### src/rtl/btn_event_fifo.sv
// Key-press event queue: edge-detects the scanner's 20-bit level vector and queues key indices in a FWFT FIFO.
// Optional release events are enabled with the BTN_EVENT_RELEASE_EN macro.
module btn_event_fifo #(
  parameter int DEPTH      = 8,
  parameter int DEPTH_BITS = 3
) (
  input  logic                  clk,
  input  logic                  rst_n,
  input  logic [19:0]           keys,
  input  logic                  rd_en,
  input  logic                  clr_ovf,
  output logic [5:0]            key_code,
  output logic                  valid,
  output logic [DEPTH_BITS:0]   count,
  output logic                  overflow
);

  localparam logic [DEPTH_BITS:0]   FULL_COUNT = {1'b1, {DEPTH_BITS{1'b0}}};
  localparam logic [DEPTH_BITS:0]   COUNT_ONE  = {{DEPTH_BITS{1'b0}}, 1'b1};
  localparam logic [DEPTH_BITS-1:0] PTR_ONE    = {{(DEPTH_BITS-1){1'b0}}, 1'b1};

  logic [19:0]           keys_prev;
  logic [19:0]           pending;
  logic [19:0]           new_press;
  logic [19:0]           grant;
  logic                  issue;
  logic [5:0]            issue_code;
  logic                  push;
  logic                  pop;
  logic                  drop;
  logic [DEPTH_BITS-1:0] rd_ptr;
  logic [DEPTH_BITS-1:0] wr_ptr;
  logic [5:0]            mem [DEPTH];

  assign new_press = keys & ~keys_prev;

`ifdef BTN_EVENT_RELEASE_EN
  logic [19:0] pending_rel;
  logic [19:0] new_release;
  logic [19:0] grant_rel;

  assign new_release = ~keys & keys_prev;

  // Presses always win; releases are only served once no press is waiting.
  always_comb begin
    grant      = '0;
    grant_rel  = '0;
    issue_code = '0;
    for (int i = 19; i >= 0; i--) begin
      if (pending_rel[i]) begin
        grant_rel  = 20'd1 << i;
        issue_code = {1'b1, 5'(i)};
      end
    end
    if (pending != '0) begin
      grant_rel = '0;
      for (int i = 19; i >= 0; i--) begin
        if (pending[i]) begin
          grant      = 20'd1 << i;
          issue_code = {1'b0, 5'(i)};
        end
      end
    end
    issue = (pending != '0) || (pending_rel != '0);
  end

  always_ff @(posedge clk or negedge rst_n) begin
    if (!rst_n) begin
      pending_rel <= '0;
    end else begin
      pending_rel <= (pending_rel & ~grant_rel) | new_release;
    end
  end
`else
  // Descending scan so the lowest set bit is the one left standing.
  always_comb begin
    grant      = '0;
    issue_code = '0;
    for (int i = 19; i >= 0; i--) begin
      if (pending[i]) begin
        grant      = 20'd1 << i;
        issue_code = {1'b0, 5'(i)};
      end
    end
    issue = (pending != '0);
  end
`endif

  // A full FIFO still accepts the event if the same cycle pops the head.
  assign pop   = rd_en && (count != '0);
  assign push  = issue && ((count != FULL_COUNT) || rd_en);
  assign drop  = issue && !push;

  always_ff @(posedge clk or negedge rst_n) begin
    if (!rst_n) begin
      keys_prev <= '0;
      pending   <= '0;
      overflow  <= 1'b0;
    end else begin
      keys_prev <= keys;
      pending   <= (pending & ~grant) | new_press;
      if (drop) begin
        overflow <= 1'b1;
      end else if (clr_ovf) begin
        overflow <= 1'b0;
      end
    end
  end

  always_ff @(posedge clk or negedge rst_n) begin
    if (!rst_n) begin
      rd_ptr <= '0;
      wr_ptr <= '0;
      count  <= '0;
      for (int i = 0; i < DEPTH; i++) begin
        mem[i] <= '0;
      end
    end else begin
      if (push) begin
        mem[wr_ptr] <= issue_code;
        wr_ptr      <= wr_ptr + PTR_ONE;
      end
      if (pop) begin
        rd_ptr <= rd_ptr + PTR_ONE;
      end
      if (push && !pop) begin
        count <= count + COUNT_ONE;
      end else if (pop && !push) begin
        count <= count - COUNT_ONE;
      end
    end
  end

  assign key_code = mem[rd_ptr];
  assign valid    = (count != '0);

endmodule

### config.mk
export PLATFORM = sky130hd
export DESIGN_NAME = btn_event_fifo
export DESIGN_NICKNAME = d
export VERILOG_FILES = /design/src/rtl/btn_event_fifo.sv
export SDC_FILE = /design/constraint.sdc
export NUM_CORES = 1
export LEC_CHECK = 0
export BUFFER_PORTS_ARGS = -buffer_cell sky130_fd_sc_hd__buf_2
export CAP_MARGIN = 25
export CORE_MARGIN = 2
export CORE_UTILIZATION = 42
export CTS_CLUSTER_DIAMETER = 100
export CTS_CLUSTER_SIZE = 20
export DETAILED_ROUTE_END_ITERATION = 8
export HOLD_SLACK_MARGIN = 0.05
export PLACE_DENSITY = 0.69
export SYNTH_ARGS = -nofsm -noshare
export SYNTH_HDL_FRONTEND = slang
export SYNTH_SLANG_ARGS = --single-unit
export TNS_END_PERCENT = 10
### constraint.sdc
create_clock -name clk -period 3.2 [get_ports clk]
set_clock_uncertainty 0.15 [all_clocks]
set_input_delay 0 -clock clk [delete_from_list [all_inputs] [get_ports clk]]
set_output_delay 0 -clock clk [all_outputs]
set_load 0.005 [all_outputs]
==> results by group, run 1 <==
CTS
  – Post-CTS resize count: 0
  – Worst skew pair latency: approximately 0.36 ns
  – Postcts setup bufs: 0
  – CTS HTree Levels: 3
  – CTS sink cnt: 91
  – CTS tree: yes
  – CTS Buf Count: 9
  – Reg clk slew, reported paths: 0.09 ns
  – Clock Root Buffer: clkbuf_8
  – Clk buf depth: 2

Job
  – Max cap viols: 0

Logic synthesis
  – Post-synth top flop: dfrtp_1
  – Synth cell types: 45
  – Top cell type's share of synthesized area: between 50 and 60%
  – Async S/R FF share, synth: 100%
  – Post-Syn Area: 4010 µm²
  – Post-synth EDFFs: 0
  – Syn Inst Count: 300
  – Yosys warns: 0
  – Syn Nets: 330
  – Synth area leader: dfrtp_1
  – Mean Syn Cell Area: 13.4 µm²
  – Sequential share of the synthesized area: 56.9%
  – Yosys reg bits: 91
  – Synth area leaders: dfrtp_1 (57%), mux2_2 (12%), mux4_2 (5.6%), o21ai_0 (3.2%), inv_1 (2.3%)

Timing
  – Final Hold Fails: 0
  – Final Max Tran Viols: 0
  – Slew Limit Headroom: around 47%
  – Final count of negative-setup-slack endpoints: 0
  – Post-route setup TNS: 0 ns
  – Highest Clock Rate: between 300 and 400 MHz
  – Post-layout min period: between 2 and 3 ns
  – Unrepaired setup endpoints after global routing: no
  – Least-Margin Pin Slew: roughly 0.79 ns
  – Period utilization: 89.9%

Cells and area
  – Number of diodes: 0
  – Final net count: approximately 390
  – Filler cell count: ~810
  – Share of layout cells above drive strength 1: between 30% and 40%
  – Commonest non-fill, non-tap cell in the layout: dfrtp_1
  – Commonest cells after routing, fill and taps aside: dfrtp_1 (91), mux2_2 (43), buf_2 (33)
  – Area Growth Syn to Fin: 19.7%

Floorplanning
  – I/O pin count: 36
  – Starting Density: 43.3%
  – Placement Rows: 35
  – Core ar.: about 9200 µm²
  – Die ar.: 10,300 µm²
  – Die H: around 100 µm
  – Die W: a little over 100 µm

Routing
  – DR WL/cell: ~15 µm
  – DRC viols: 0
  – Final wirelength: 7330 µm
  – Vias post-DR: 2,518
  – DRT Pass-1 Iters: 4
  – Routed vias/inst: just over 5
  – DRT iter0 DRCs: 53
  – ANT nets after route: 0

GRT
  – Initial antenna violation count: 0
  – First-pass GRT wire length: about 12,000 µm
  – Vias in the first global route: between 2,000 and 3,000
  – Largest net degree at the start of global routing: 33
  – Tot GR Track Use: about 16%
  – Total grt overflow: 0

Setup path
  – Required @ worst endpoint: between 3 and 4 ns
  – Setup crit start kind: register
  – Crit-path most repeated cell: ha_1
  – Top Family by Delay on Critical Path: simple AND/OR/NAND/NOR gates
  – Critical Path AT: 2.97 ns
  – Slowest stage delay, CP: 0.49 ns
  – Crit. End Element: register
  – CP bufs+invs: 1
  – Crit-path slowest cell: dfrtp_1
  – Crit-path cells: nor4_4 > nand4_2 > o21a_1 > ha_1 > inv_1 > ha_1 > a21o_1 > a21oi_1 > xnor2_1 > nor2_1 > xor2_1
  – Crit Path Category: register to register
  – CP Max Fanout: 8

Place
  – Buffers added on ports: 34
  – Final Wtd Congestion: 0.811
  – Estimated wirelength of the detail-placed design: 5100 µm

Power and ir drop
  – Leak pwr: approximately 2.2 nW
  – Design Power: approximately 3.5 mW
  – Worst VDD drop: just under 300 µV
  – PD cells: between 700 and 800 nW/µm²

Hold path
  – Hold Crit Class: primary input to register

Run status
  – Status: finished clean
[routing by layer]
layer  vias up  routed length (µm)  global-route usage, %
met2        50                3730                   26.7
met3        11                 281                   3.93
met5         -                   0                      0
met1      1261                3180                   19.9
met4         0                 141                   6.24
li1       1196                   -                      -
[sequential cells by signal, indices dropped and copies added, names as in the netlist]
name,cells
keys_prev,20
rd_ptr,3
pending,20
mem,40
count,4
overflow,1
wr_ptr,3
[path summary, 6_finish.rpt]
path | from | cells after the start | slack (ns) | to
max | pending[1] | 11 | 0.32 | count[3]
min | keys[7] | 2 | 0.14 | keys_prev[7]
max reg2reg | pending[1] | 11 | 0.32 | count[3]
min reg2reg | keys_prev[0] | 1 | 0.25 | pending[0]
max in group asynchronous | rst_n | 4 | 1.95 | keys_prev[7]
min in group asynchronous | rst_n | 4 | 0.56 | mem[10]
[Yosys cell counts, drive strengths merged, types with 2 or more instances]
master / n
xor2: 2
xnor2: 6
mux4: 10
and3: 2
mux2: 48
buf: 5
nor4: 7
clkbuf: 5
or3: 2
inv: 25
o22ai: 2
o31ai: 4
nor3: 3
nand2: 13
ha: 5
nand3: 2
nand4: 2
nor2: 11
nand4b: 3
dfrtp: 91
a21oi: 7
o21ai: 26
nand2b: 4
[where the power goes]
part,internal [mW],total [mW],switching (mW)
clock,0.447,0.852,0.405
sequential,1.38,1.64,0.263
combinational,0.623,0.997,0.374
[kinds of logic (layout without fill, tap and decap cells)]
family / count (synthesis) / in the layout / share of synthesized area [%]
DFF: 91 / 91 / 56.9
and+or+nand+nor: 54 / 54 / 8.78
buffers and inverters: 35 / 103 / 3.78
adders and majority gates: 6 / 6 / 2.06
AOI/OAI and AO/OA: 47 / 47 / 7.09
xor gates and xnor gates: 8 / 8 / 1.75
muxes: 58 / 58 / 19.6
other: 1 / 1 / 0.0936
[metrics by stage]
stage | std cells | hold slack (ns) | area (µm²) | setup WS, ns | utilization (%)
after floorplan | 300 | -0.446 | 4010 | 0.425 | -
after global placement | 456 | -0.185 | 4300 | 0.424 | 46.6
after detailed placement | 456 | -0.179 | 4300 | 0.303 | 46.6
after CTS | 497 | 0.112 | 4790 | 0.286 | 51.9
after global routing | 497 | 0.125 | 4790 | 0.112 | 51.9
final | 497 | 0.137 | 4790 | 0.324 | 51.9
[worst reg2reg max path: stages, from the launching register on]
cell	delay, ns
dfrtp_1	0.49
nor4_4	0.40
nand4_2	0.21
o21a_1	0.26
ha_1	0.23
inv_1	0.11
ha_1	0.23
a21o_1	0.18
a21oi_1	0.17
xnor2_1	0.14
nor2_1	0.06
xor2_1	0.14
[cell type report]
cell class | count | area (µm²) | area share (%)
clock buffer | 9 | 124 | 2.58
timing repair buffer | 63 | 465 | 9.71
inverter | 25 | 93.8 | 1.96
tap | 129 | 161 | 3.37
sequential | 91 | 2280 | 47.5
multi-input combinational | 174 | 1580 | 32.9
clock inverter | 6 | 95.1 | 1.98
[repair_timing]
| action | 4_1_cts | 5_1_grt |
|---|---|---|
| setup endpoints to repair | 0 | 0 |
| hold buffers | 26 | 0 |
| hold endpoints to repair | 135 | 0 |
(Power assumes the default switching activity.)
==> run 2, diff against run 1 <==
SETUP_SLACK_MARGIN = 0.5   (was not set)
==> results by group, run 2 (synthesis results as in run 1) <==
Run status
  – Status: finished clean

Cells and area
  – Number of diodes: 0
  – Final cell count without fillers: 514
  – Filler cell count: just under 800
  – Final core utilization: 53.3%
  – Commonest non-fill, non-tap cell in the layout: dfrtp_1
  – Biggest regs: mem (40), keys_prev (20), pending (20)
  – Share of layout cells above drive strength 1: between 30% and 40%
  – Post-route cell area: approximately 4900 µm²
  – Largest register FFs: 40
  – Final net count: 410
  – Area occupied by multi-input gates: about 1600 µm²
  – Reg area: approximately 2300 µm²
  – Commonest cells after routing, fill and taps aside: dfrtp_1 (80), mux2_2 (43), buf_2 (33)
  – Biggest register: mem
  – Area Growth Syn to Fin: 23.0%

Timing
  – Final count of negative-setup-slack endpoints: 0
  – Highest Clock Rate: between 300 and 400 MHz
  – Least-Margin Pin Slew: 0.854 ns
  – Post-layout min period: roughly 2.6 ns
  – Post-route setup TNS: 0 ns
  – PnR worst setup slack: ~0.6 ns
  – Unrepaired setup endpoints after global routing: no
  – Slew Limit Headroom: 43.0%
  – Hold WS: between 0.1 and 0.15 ns
  – Final Max Tran Viols: 0
  – Period utilization: a little over 80%
  – Final Hold Fails: 0

CTS
  – CTS tree: yes
  – Clk buf depth: 2
  – CTS sink cnt: between 90 and 100
  – Worst skew pair latency: approximately 0.36 ns
  – CTS Buf Count: 9
  – Clock Root Buffer: clkbuf_8
  – Reg clk slew, reported paths: about 0.10 ns
  – CTS HTree Levels: 3

Floorplanning
  – Die W: 102 µm
  – Die ar.: ~10,000 µm²
  – Core ar.: about 9200 µm²
  – Placement Rows: 35
  – Starting Density: between 40% and 50%
  – Die H: 102 µm
  – I/O pin count: 36

Place
  – Estimated wirelength of the detail-placed design: between 5000 and 6000 µm
  – Placed Area: ~4300 µm²
  – Final Wtd Congestion: 0.801
  – Buffers added on ports: 34
  – Pre-CTS setup slack: 0.285 ns
  – Placed insts: ~460

Setup path
  – Crit Path Category: register to register
  – Worst reg2reg setup slack: slightly below 0.6 ns
  – Crit. End Element: register
  – CP Max Fanout: 8
  – Setup crit start kind: register
  – Critical Path AT: 2.70 ns
  – Required @ worst endpoint: 3.30 ns

Routing
  – Routed vias/inst: around 5
  – DR WL/cell: around 15 µm
  – DRT Pass-1 Iters: 5
  – DRT iter0 DRCs: 132
  – DRC viols: 0
  – Final wirelength: ~7800 µm
  – Vias post-DR: between 2,000 and 3,000
  – ANT nets after route: 0

GRT
  – Largest net degree at the start of global routing: 66
  – Initial antenna violation count: 0
  – Vias in the first global route: ~2,500
  – Tot GR Track Use: ~16%
  – Total grt overflow: 0
  – First-pass GRT wire length: between 10,000 and 15,000 µm

Job
  – Max cap viols: 0

Power and ir drop
  – PD cells: ~700 nW/µm²
  – Worst VDD drop: ~420 µV
  – Leak pwr: about 2.3 nW
  – Design Power: 3.43 mW

Hold path
  – Hold Crit Class: primary input to register
## run 2: cell count changes in the layout (fill, tap and decap cells not counted), sizes merged
cell,change
clkinv,+3
bufinv,-2
clkinvlp,+1
clkbuf,+1
inv,-2
dlygate4sd3,-1
buf,+17
## run 2: cell type report
class	count	share of cell area [%]
Sequential cell	91	46.5
Multi-Input combinational cell	174	32.9
Timing Repair Buffer	79	11.6
Tap cell	129	3.28
Clock buffer	10	2.79
Inverter	25	1.96
Clock inverter	6	0.965
## run 2: repair_timing
action	in CTS	in global routing
hold buffers	24	0
buffers inserted	5	14
hold endpoints to repair	107	0
setup endpoints to repair	2	1
pin swaps	5	12
resized for setup	5	9
## run 2: critical path: stages (launching register included)
cell and delay [ns]:
dfrtp_2 0.46, nor4_4 0.35, nand4_2 0.18, o21a_4 0.27
ha_4 0.18, inv_4 0.06, ha_4 0.18, a21o_1 0.16
a21oi_2 0.13, xnor2_1 0.13, nor2_1 0.08, xor2_1 0.16
## run 2: where the power goes
part	leakage, nW	switching (mW)	internal [mW]	total (mW)
registers	1.08	0.265	1.38	1.65
clock network	0.0933	0.421	0.311	0.732
logic	1.10	0.398	0.654	1.05
total	2.27	1.08	2.35	3.43
## run 2: worst paths after layout
check                             start      endpoint  cells past startpoint
hold reg to reg            keys_prev[0]    pending[0]                      1
hold / removal                  keys[3]  keys_prev[3]                      2
setup / recovery            pending[12]      count[3]                     11
max in group asynchronous         rst_n        mem[8]                      3
setup reg to reg            pending[12]      count[3]                     11
min in group asynchronous         rst_n  keys_prev[7]                      2
## run 2: per-layer routing
layer	up-vias	global-route usage [%]	wire, µm
li1	1226	-	-
met1	1286	23.0	3730
met2	47	25.1	3750
met3	4	3.93	237
met4	0	4.05	49
met5	-	0	0
